<file path="src/rtl/mlcd_reg_reader.sv">
// 8080-style MCU LCD read controller: writes one command word (RS=0), releases
// the bus, then issues rd_num (+ optional dummy) read strobes and returns each word.
module mlcd_reg_reader #(
  parameter int unsigned WR_LOW   = 2,
  parameter int unsigned WR_HIGH  = 2,
  parameter int unsigned TURN     = 1,
  parameter int unsigned RD_LOW   = 4,
  parameter int unsigned RD_HIGH  = 2,
  parameter int unsigned DUMMY_RD = 1
) (
  input  logic        clk,
  input  logic        rst_n,
  input  logic        start,
  input  logic [15:0] cmd,
  input  logic [3:0]  rd_num,
  output logic        busy,
  output logic        done,
  output logic        rd_valid,
  output logic [15:0] rd_data,
  output logic [3:0]  rd_idx,
  output logic        mlcd_cs_n,
  output logic        mlcd_wr_n,
  output logic        mlcd_rd_n,
  output logic        mlcd_rs,
  output logic        mlcd_data_dir,
  output logic [15:0] mlcd_data_out,
  input  logic [15:0] mlcd_data_in
);

  // Phase lengths minus one; a zero-length strobe phase is stretched to one cycle.
  localparam logic [7:0] WL_M1 = 8'((WR_LOW  == 0) ? 0 : WR_LOW  - 1);
  localparam logic [7:0] WH_M1 = 8'((WR_HIGH == 0) ? 0 : WR_HIGH - 1);
  localparam logic [7:0] TU_M1 = 8'((TURN    == 0) ? 0 : TURN    - 1);
  localparam logic [7:0] RL_M1 = 8'((RD_LOW  == 0) ? 0 : RD_LOW  - 1);
  localparam logic [7:0] RH_M1 = 8'((RD_HIGH == 0) ? 0 : RD_HIGH - 1);
  localparam logic       DUM   = (DUMMY_RD != 0);
  localparam logic       HAS_TURN = (TURN != 0);

  typedef enum logic [2:0] {
    S_IDLE, S_CMD_L, S_CMD_H, S_TURN, S_RD_L, S_RD_H, S_DONE
  } state_e;

  state_e      state_q;
  logic [7:0]  cnt_q;
  logic [4:0]  left_q;   // reads still to strobe, dummy included
  logic        dummy_q;  // next read is the discarded one
  logic [3:0]  word_q;   // index the next real word will carry
  logic        busy_q, done_q, rd_valid_q;
  logic [15:0] rd_data_q, data_out_q;
  logic [3:0]  rd_idx_q;
  logic        cs_n_q, wr_n_q, rd_n_q, rs_q, dir_q;

  always_ff @(posedge clk or negedge rst_n) begin
    if (!rst_n) begin
      state_q    <= S_IDLE;
      cnt_q      <= '0;
      left_q     <= '0;
      dummy_q    <= 1'b0;
      word_q     <= '0;
      busy_q     <= 1'b0;
      done_q     <= 1'b0;
      rd_valid_q <= 1'b0;
      rd_data_q  <= '0;
      rd_idx_q   <= '0;
      data_out_q <= '0;
      cs_n_q     <= 1'b1;
      wr_n_q     <= 1'b1;
      rd_n_q     <= 1'b1;
      rs_q       <= 1'b1;
      dir_q      <= 1'b0;
    end else begin
      done_q     <= 1'b0;
      rd_valid_q <= 1'b0;
      case (state_q)
        S_IDLE: if (start) begin
          state_q    <= S_CMD_L;
          cnt_q      <= '0;
          left_q     <= {1'b0, rd_num} + {4'd0, DUM};
          dummy_q    <= DUM;
          word_q     <= '0;
          rd_idx_q   <= '0;
          busy_q     <= 1'b1;
          data_out_q <= cmd;
          cs_n_q     <= 1'b0;
          rs_q       <= 1'b0;
          dir_q      <= 1'b1;
          wr_n_q     <= 1'b0;
        end
        S_CMD_L: if (cnt_q == WL_M1) begin
          cnt_q   <= '0;
          wr_n_q  <= 1'b1;
          state_q <= S_CMD_H;
        end else cnt_q <= cnt_q + 8'd1;
        S_CMD_H: if (cnt_q == WH_M1) begin
          cnt_q <= '0;
          rs_q  <= 1'b1;
          dir_q <= 1'b0;
          if (left_q == '0) begin
            state_q <= S_DONE;
            done_q  <= 1'b1;
            busy_q  <= 1'b0;
            cs_n_q  <= 1'b1;
          end else if (HAS_TURN) begin
            state_q <= S_TURN;
          end else begin
            state_q <= S_RD_L;
            rd_n_q  <= 1'b0;
          end
        end else cnt_q <= cnt_q + 8'd1;
        S_TURN: if (cnt_q == TU_M1) begin
          cnt_q   <= '0;
          rd_n_q  <= 1'b0;
          state_q <= S_RD_L;
        end else cnt_q <= cnt_q + 8'd1;
        // Pad value is sampled on the edge that closes the low phase.
        S_RD_L: if (cnt_q == RL_M1) begin
          cnt_q   <= '0;
          rd_n_q  <= 1'b1;
          state_q <= S_RD_H;
          left_q  <= left_q - 5'd1;
          dummy_q <= 1'b0;
          if (!dummy_q) begin
            rd_valid_q <= 1'b1;
            rd_data_q  <= mlcd_data_in;
            rd_idx_q   <= word_q;
            word_q     <= word_q + 4'd1;
          end
        end else cnt_q <= cnt_q + 8'd1;
        S_RD_H: if (cnt_q == RH_M1) begin
          cnt_q <= '0;
          if (left_q == '0) begin
            state_q <= S_DONE;
            done_q  <= 1'b1;
            busy_q  <= 1'b0;
            cs_n_q  <= 1'b1;
          end else begin
            state_q <= S_RD_L;
            rd_n_q  <= 1'b0;
          end
        end else cnt_q <= cnt_q + 8'd1;
        S_DONE: state_q <= S_IDLE;
        default: state_q <= S_IDLE;
      endcase
    end
  end

  assign busy          = busy_q;
  assign done          = done_q;
  assign rd_valid      = rd_valid_q;
  assign rd_data       = rd_data_q;
  assign rd_idx        = rd_idx_q;
  assign mlcd_cs_n     = cs_n_q;
  assign mlcd_wr_n     = wr_n_q;
  assign mlcd_rd_n     = rd_n_q;
  assign mlcd_rs       = rs_q;
  assign mlcd_data_dir = dir_q;
  assign mlcd_data_out = data_out_q;

endmodule

</file>
<file path="config.mk">
export PLATFORM = sky130hd
export DESIGN_NAME = mlcd_reg_reader
export DESIGN_NICKNAME = d
export VERILOG_FILES = /design/src/rtl/mlcd_reg_reader.sv
export SDC_FILE = /design/constraint.sdc
export NUM_CORES = 1
export LEC_CHECK = 0
export CAP_MARGIN = 20
export CORE_MARGIN = 2
export CORE_UTILIZATION = 40
export CTS_BUF_LIST = sky130_fd_sc_hd__clkbuf_4
export CTS_CLUSTER_SIZE = 10
export DETAILED_ROUTE_END_ITERATION = 7
export GPL_TIMING_DRIVEN = 0
export PLACE_DENSITY_LB_ADDON = 0.15
export SLEW_MARGIN = 30
export SYNTH_ARGS = -nofsm -noshare
export SYNTH_HDL_FRONTEND = slang
export SYNTH_SLANG_ARGS = --single-unit
</file>
<file path="constraint.sdc">
create_clock -name clk -period 2.6 [get_ports clk]
set_clock_uncertainty 0.1 [all_clocks]
set_input_delay 0.52 -clock clk [delete_from_list [all_inputs] [get_ports clk]]
set_output_delay 0.52 -clock clk [all_outputs]
set_load 0.02 [all_outputs]
</file>
* Word-level counts from Yosys, hierarchy flattened
Cells that the tools add are included.
** Word-level totals
- Register bits after elaboration :: 65
- Bits of input ports :: 39
- Word-level logic and storage cells :: 109
- Output and inout port bits :: 44
** Cells by class
- Reduce and logical (&&, ||, !) cells :: 21
- $add $sub $neg :: 4
- Bitwise operators :: 1
- Equality and inequality tests :: 17
- Muxes and demuxes :: 50
** Operators with widths (count)
- $mux 8 :: 4
- $pmux 8 s4 :: 1
- $mux 3 :: 7
- $mux 4 :: 5
- $mux 1 :: 19
- $pmux 3 s6 :: 1
- $ne 2x2->1 const B :: 8
- $pmux 4 s2 :: 2
- $pmux 1 s2 :: 6
- $reduce_and 3->1 :: 4
- $mux 5 :: 2
- $pmux 5 s2 :: 1
- $add 8x1->8 const B :: 1
- $eq 8x1->1 const B :: 1
- $eq 8x2->1 const B :: 1
- $logic_not 8->1 :: 1
- $reduce_and 4->1 :: 2
- $reduce_bool 2->1 :: 4
- $eq 3x2->1 const B :: 2
- $eq 3x3->1 const B :: 2
- $reduce_and 6->1 :: 1
- $add 4x1->5 const B :: 1
- $logic_not 5->1 :: 1
- $reduce_and 5->1 :: 1
- 13 further kinds :: 15

* Longest topological paths before layout
- Depth in word-level cells :: 4
- Depth in mapped cells :: 6
- Depth with buffers taken out :: 6

* Least setup slack after synthesis
No wires, ideal clock.
- Path kind :: register to register
- Start point :: register cnt_q[0]
- End point :: register rd_data_q[0] (netlist: rd_data[0])
- Path buffers :: 1
- Clock period less this slack :: 2.102 ns
- Data arrival time :: 1.878 ns
- Setup time :: 0.125 ns
- Data required time :: 2.375 ns
- Setup slack :: 0.498 ns
- Cell stages (with the launch flop) :: 6
- Path through :: dfrtp_1 ha_1 or3b_2 nor4_4 buf_4 mux2_2
** Between the ends
- Longest elaborated chain between the ends :: 2
** Ends and longest elaborated chain
- start: declaration :: RTL line 44 : logic [7:0] cnt_q;
- start signal: assignment :: RTL line 93 : end else cnt_q <= cnt_q + 8'd1;
- start signal: assignment :: RTL line 109 : end else cnt_q <= cnt_q + 8'd1;
- start signal: assignment :: RTL line 114 : end else cnt_q <= cnt_q + 8'd1;
- $eq 8x2->1 :: RTL line 116 : S_RD_L: if (cnt_q == RL_M1) begin
- $reduce_and 3->1 (no line)
- end signal: assignment :: RTL line 124 : rd_data_q <= mlcd_data_in;
- end: declaration :: RTL line 49 : logic [15:0] rd_data_q, data_out_q;
Every way passes these cells.
A chain may end at the register's enable or synchronous reset.

* Final worst setup path
- Start point :: register cnt_q[0]
- End point :: register rd_data_q[7] (netlist: rd_data[7])
The elaborated chain is that of the path after synthesis.

==> metrics.md <==
| Metric | Value |
|---|---|
| Chip Width | `90.4 µm` |
| R2r startpoint | `cnt_q[0]$_DFFE_PN0P_` |
| Initial antenna violation count | `0` |
| Maximum vdd drop | `0.260 mV` |
| Post-synthesis sequential area ratio | `54.7%` |
| Logic gate share of total power | `10.7%` |
| Post-CTS Setup Inserts | `0` |
| Ys async rst share | `100%` |
| Clk pin slew, worst setup/hold paths | `0.11 ns` |
| Routed via count | `2420` |
| R2R Setup Slk | `0.29 ns` |
| Relative slew slack | `50.8%` |
| Total power density per cell area | `478 nW/µm²` |
| Antenna diodes | `0` |
| Hold crit path type | `reg2reg` |
| Outcome | `complete, no violations` |
| CTS buffer count | `9` |
| I/O Pins | `83` |
| Worst setup path start | `cnt_q[0]$_DFFE_PN0P_` |
| Wirelength per Cell | `13.8 µm` |
| Initial core utilization | `41.2%` |
| Min cycle time layout | `2.31 ns` |
| Largest net degree at the start of global routing | `51` |
| Final Cycle Share | `88.8%` |
| Dpl ws | `-0.0396 ns` |
| Crit path capture | `rd_data[7]$_DFFE_PN0P_` |
| Clock share of power | `35.4%` |
| Drt initial violations | `101` |
| Final setup violation count | `0` |
| Post-CTS sizing | `0` |
| Clk buf depth | `2` |
| Critical Path End Type | `register` |
| Synth-to-layout area growth | `37.7%` |
| Pleak | `0.00184 µW` |
| NetSw | `501 µW` |
| DP Cell Count | `473` |
| Mean Syn Cell Area | `10.3 µm²` |
| Sequential Power Share | `53.9%` |
| Die area | `8170 µm²` |
| Die Ht | `90.4 µm` |
| Share of layout cells above drive strength 1 | `14.6%` |
| Seq cells post-synth | `65` |
| Post-route antenna net violation count | `0` |
| Worst R2R End | `rd_data[7]$_DFFE_PN0P_` |
| DP Wirelength | `5000 µm` |
| Critical Path Start Type | `register` |
| Port-buffer cells | `82` |
| Kind of critical path | `reg2reg` |
| Core region area | `7250 µm²` |
| Commonest non-fill, non-tap cells in the layout | `81 x clkdlybuf4s50_1, 78 x nand2_1, 61 x dfrtp_1, 16 x mux2_2, 16 x o21ai_0` |
| Pint | `1460 µW` |
| CTS tree | `done` |
| Achievable clock frequency | `0.433 GHz` |
| Actual slew at the worst max-slew pin | `0.737 ns` |
| Routed WL | `6790 µm` |
| Clk_lat worst skew | `0.42 ns` |
| Final Total Pwr | `1970 µW` |
| Critical Path RT | `2.81 ns` |
| Leading cell type in the layout, fill and taps excluded | `clkdlybuf4s50_1` |
| EDFF count, synth | `0` |
| Router iterations before antenna repair | `4` |
| Max Slew Vio Count | `0` |
| Worst-path maximum fanout | `10` |
| Total of warnings raised by yosys | `0` |
| Final cell count without fillers | `490` |
| Final GP Congestion | `0.803` |
| CTS sink cnt | `65` |
| Post-synth top flop | `dfrtp_1` |
| Cell area after synthesis | `2990 µm²` |
| DRC viols | `0` |
| Synth Instances | `291` |
| Number of core rows | `31` |
| RSZ-0062 raised after global routing | `false` |
| Via density | `4.94` |
| CP max stage cell | `or3b_2` |
| Fin. Hold Viols | `0` |
| Sw frac | `25.5%` |
| Crit path cell chain | `ha_1 -> or3b_2 -> nor4_4 -> buf_4 -> mux2_2` |
| Arr. time, crit path | `2.52 ns` |
| GRT Resource Usage Total | `17.6%` |
| Vias in the first global route | `2310` |
| Layout net count | `431` |
| Net Count, Synth | `336` |
| R2r worst-path depth | `5` |
| Global-route wire length before repair | `11400 µm` |
| Root Driver | `clkbuf_4` |
| Library cells used by synthesis | `52` |
| Max-Cap Viols | `0` |
| CTS H-tree depth | `3` |
| Total gr overflow | `0` |
| Max incr delay on CP | `0.54 ns` |
| PnR worst setup slack | `0.290 ns` |
through the flow:
stage	TNS, ns	hold slack (ns)	util (%)	instance area [µm²]
after floorplan	0	0.124	-	2990
after global placement	-82.38	0.352	54.2	3930
after detailed placement	-0.282	0.311	54.5	3960
after CTS	0	0.375	56.7	4110
after global routing	0	0.382	56.7	4110
final	0	0.372	56.7	4110
power groups by stage:
stage               registers, µW  logic (µW)  clock network [µW]
finish                       1060         210                 696
global route                 1070         227                 770
CTS                          1060         214                 726
detailed placement           1080         212                   0
global placement             1080         205                   0
floorplan                    1110        31.7                   0
worst min-delay path by stage:
stage	depth (start not counted)	startpoint	slack (ns)	to
2_1_floorplan	0	rst_n	0.12	busy$_DFFE_PN0P_
3_3_place_gp	2	mlcd_rs$_DFFE_PN1P_	0.35	mlcd_rs$_DFFE_PN1P_
3_5_place_dp	1	rst_n	0.31	rd_data[11]$_DFFE_PN0P_
4_1_cts	2	rst_n	0.38	rd_data[11]$_DFFE_PN0P_
5_1_grt	2	rst_n	0.38	rd_data[14]$_DFFE_PN0P_
6_report	2	mlcd_rs$_DFFE_PN1P_	0.37	mlcd_rs$_DFFE_PN1P_
what timing repair did:
| item | in CTS | in global routing |
|---|---|---|
| setup endpoints to repair | 0 | 0 |
| hold endpoints to repair | 15 | 0 |
| hold buffers | 1 | 0 |
registers in the layout, indices dropped and copies added (netlist names), 3 cells and up:
signal and count:
word_q 4, mlcd_data_out 16, rd_idx 4, cnt_q 8, rd_data 16, state_q 3
left_q 5
final cells by class:
cell class	instances	area, µm²
plain buffers	13	65.1
clock inverters	7	78.8
flip-flops and latches	65	1630
well taps	99	124
repair buffers	84	856
fillers	650	3140
inverters	7	26.3
multi-input cells	206	1260
clock buffers	9	67.6
synth_stat cells, drive strengths merged, types with 3 or more instances:
library cell	n	area share [%]
nand2	78	9.8
dfrtp	61	51
mux2	16	6.0
o21ai	16	2.7
nor2	11	1.4
a21oi	8	1.3
buf	8	1.6
nor3	8	1.5
inv	7	0.88
nand3	7	1.2
ha	6	2.5
clkbuf	5	0.63
nand2b	5	1.0
dfstp	4	3.5
mux2i	4	1.3
a22o	3	0.88
nor4	3	1.3
o21a	3	0.75
or3b	3	0.88
metal layers:
metal	track usage [%]	vias to the layer above	wire length (µm)
met5	0	-	0
met4	5.00	0	92
li1	-	1203	-
met1	21.3	1151	2960
met3	6.43	10	299
met2	29.5	56	3440
worst max-delay path: cells and delay by family, from the launching register on:
| family | cells | cell delay [ns] |
|---|---|---|
| adders and majority gates | 1 | 0.25 |
| buffers and inverters | 1 | 0.26 |
| DFF | 1 | 0.41 |
| muxes | 1 | 0.35 |
| and+or+nand+nor | 2 | 0.83 |
logic make-up (layout without fill, tap and decap cells):
kind of cell | Yosys count | after routing | share of synthesized area (%)
XOR/XNOR | 3 | 3 | 0.880
AO/OA/AOI/OAI | 48 | 48 | 10.9
AND/OR/NAND/NOR | 129 | 129 | 20.7
adder cells (fa/ha/maj) | 6 | 6 | 2.51
flip-flops | 65 | 65 | 54.7
multiplexers | 20 | 20 | 7.38
buffers and inverters | 20 | 120 | 3.06
(Power assumes the default switching activity.)
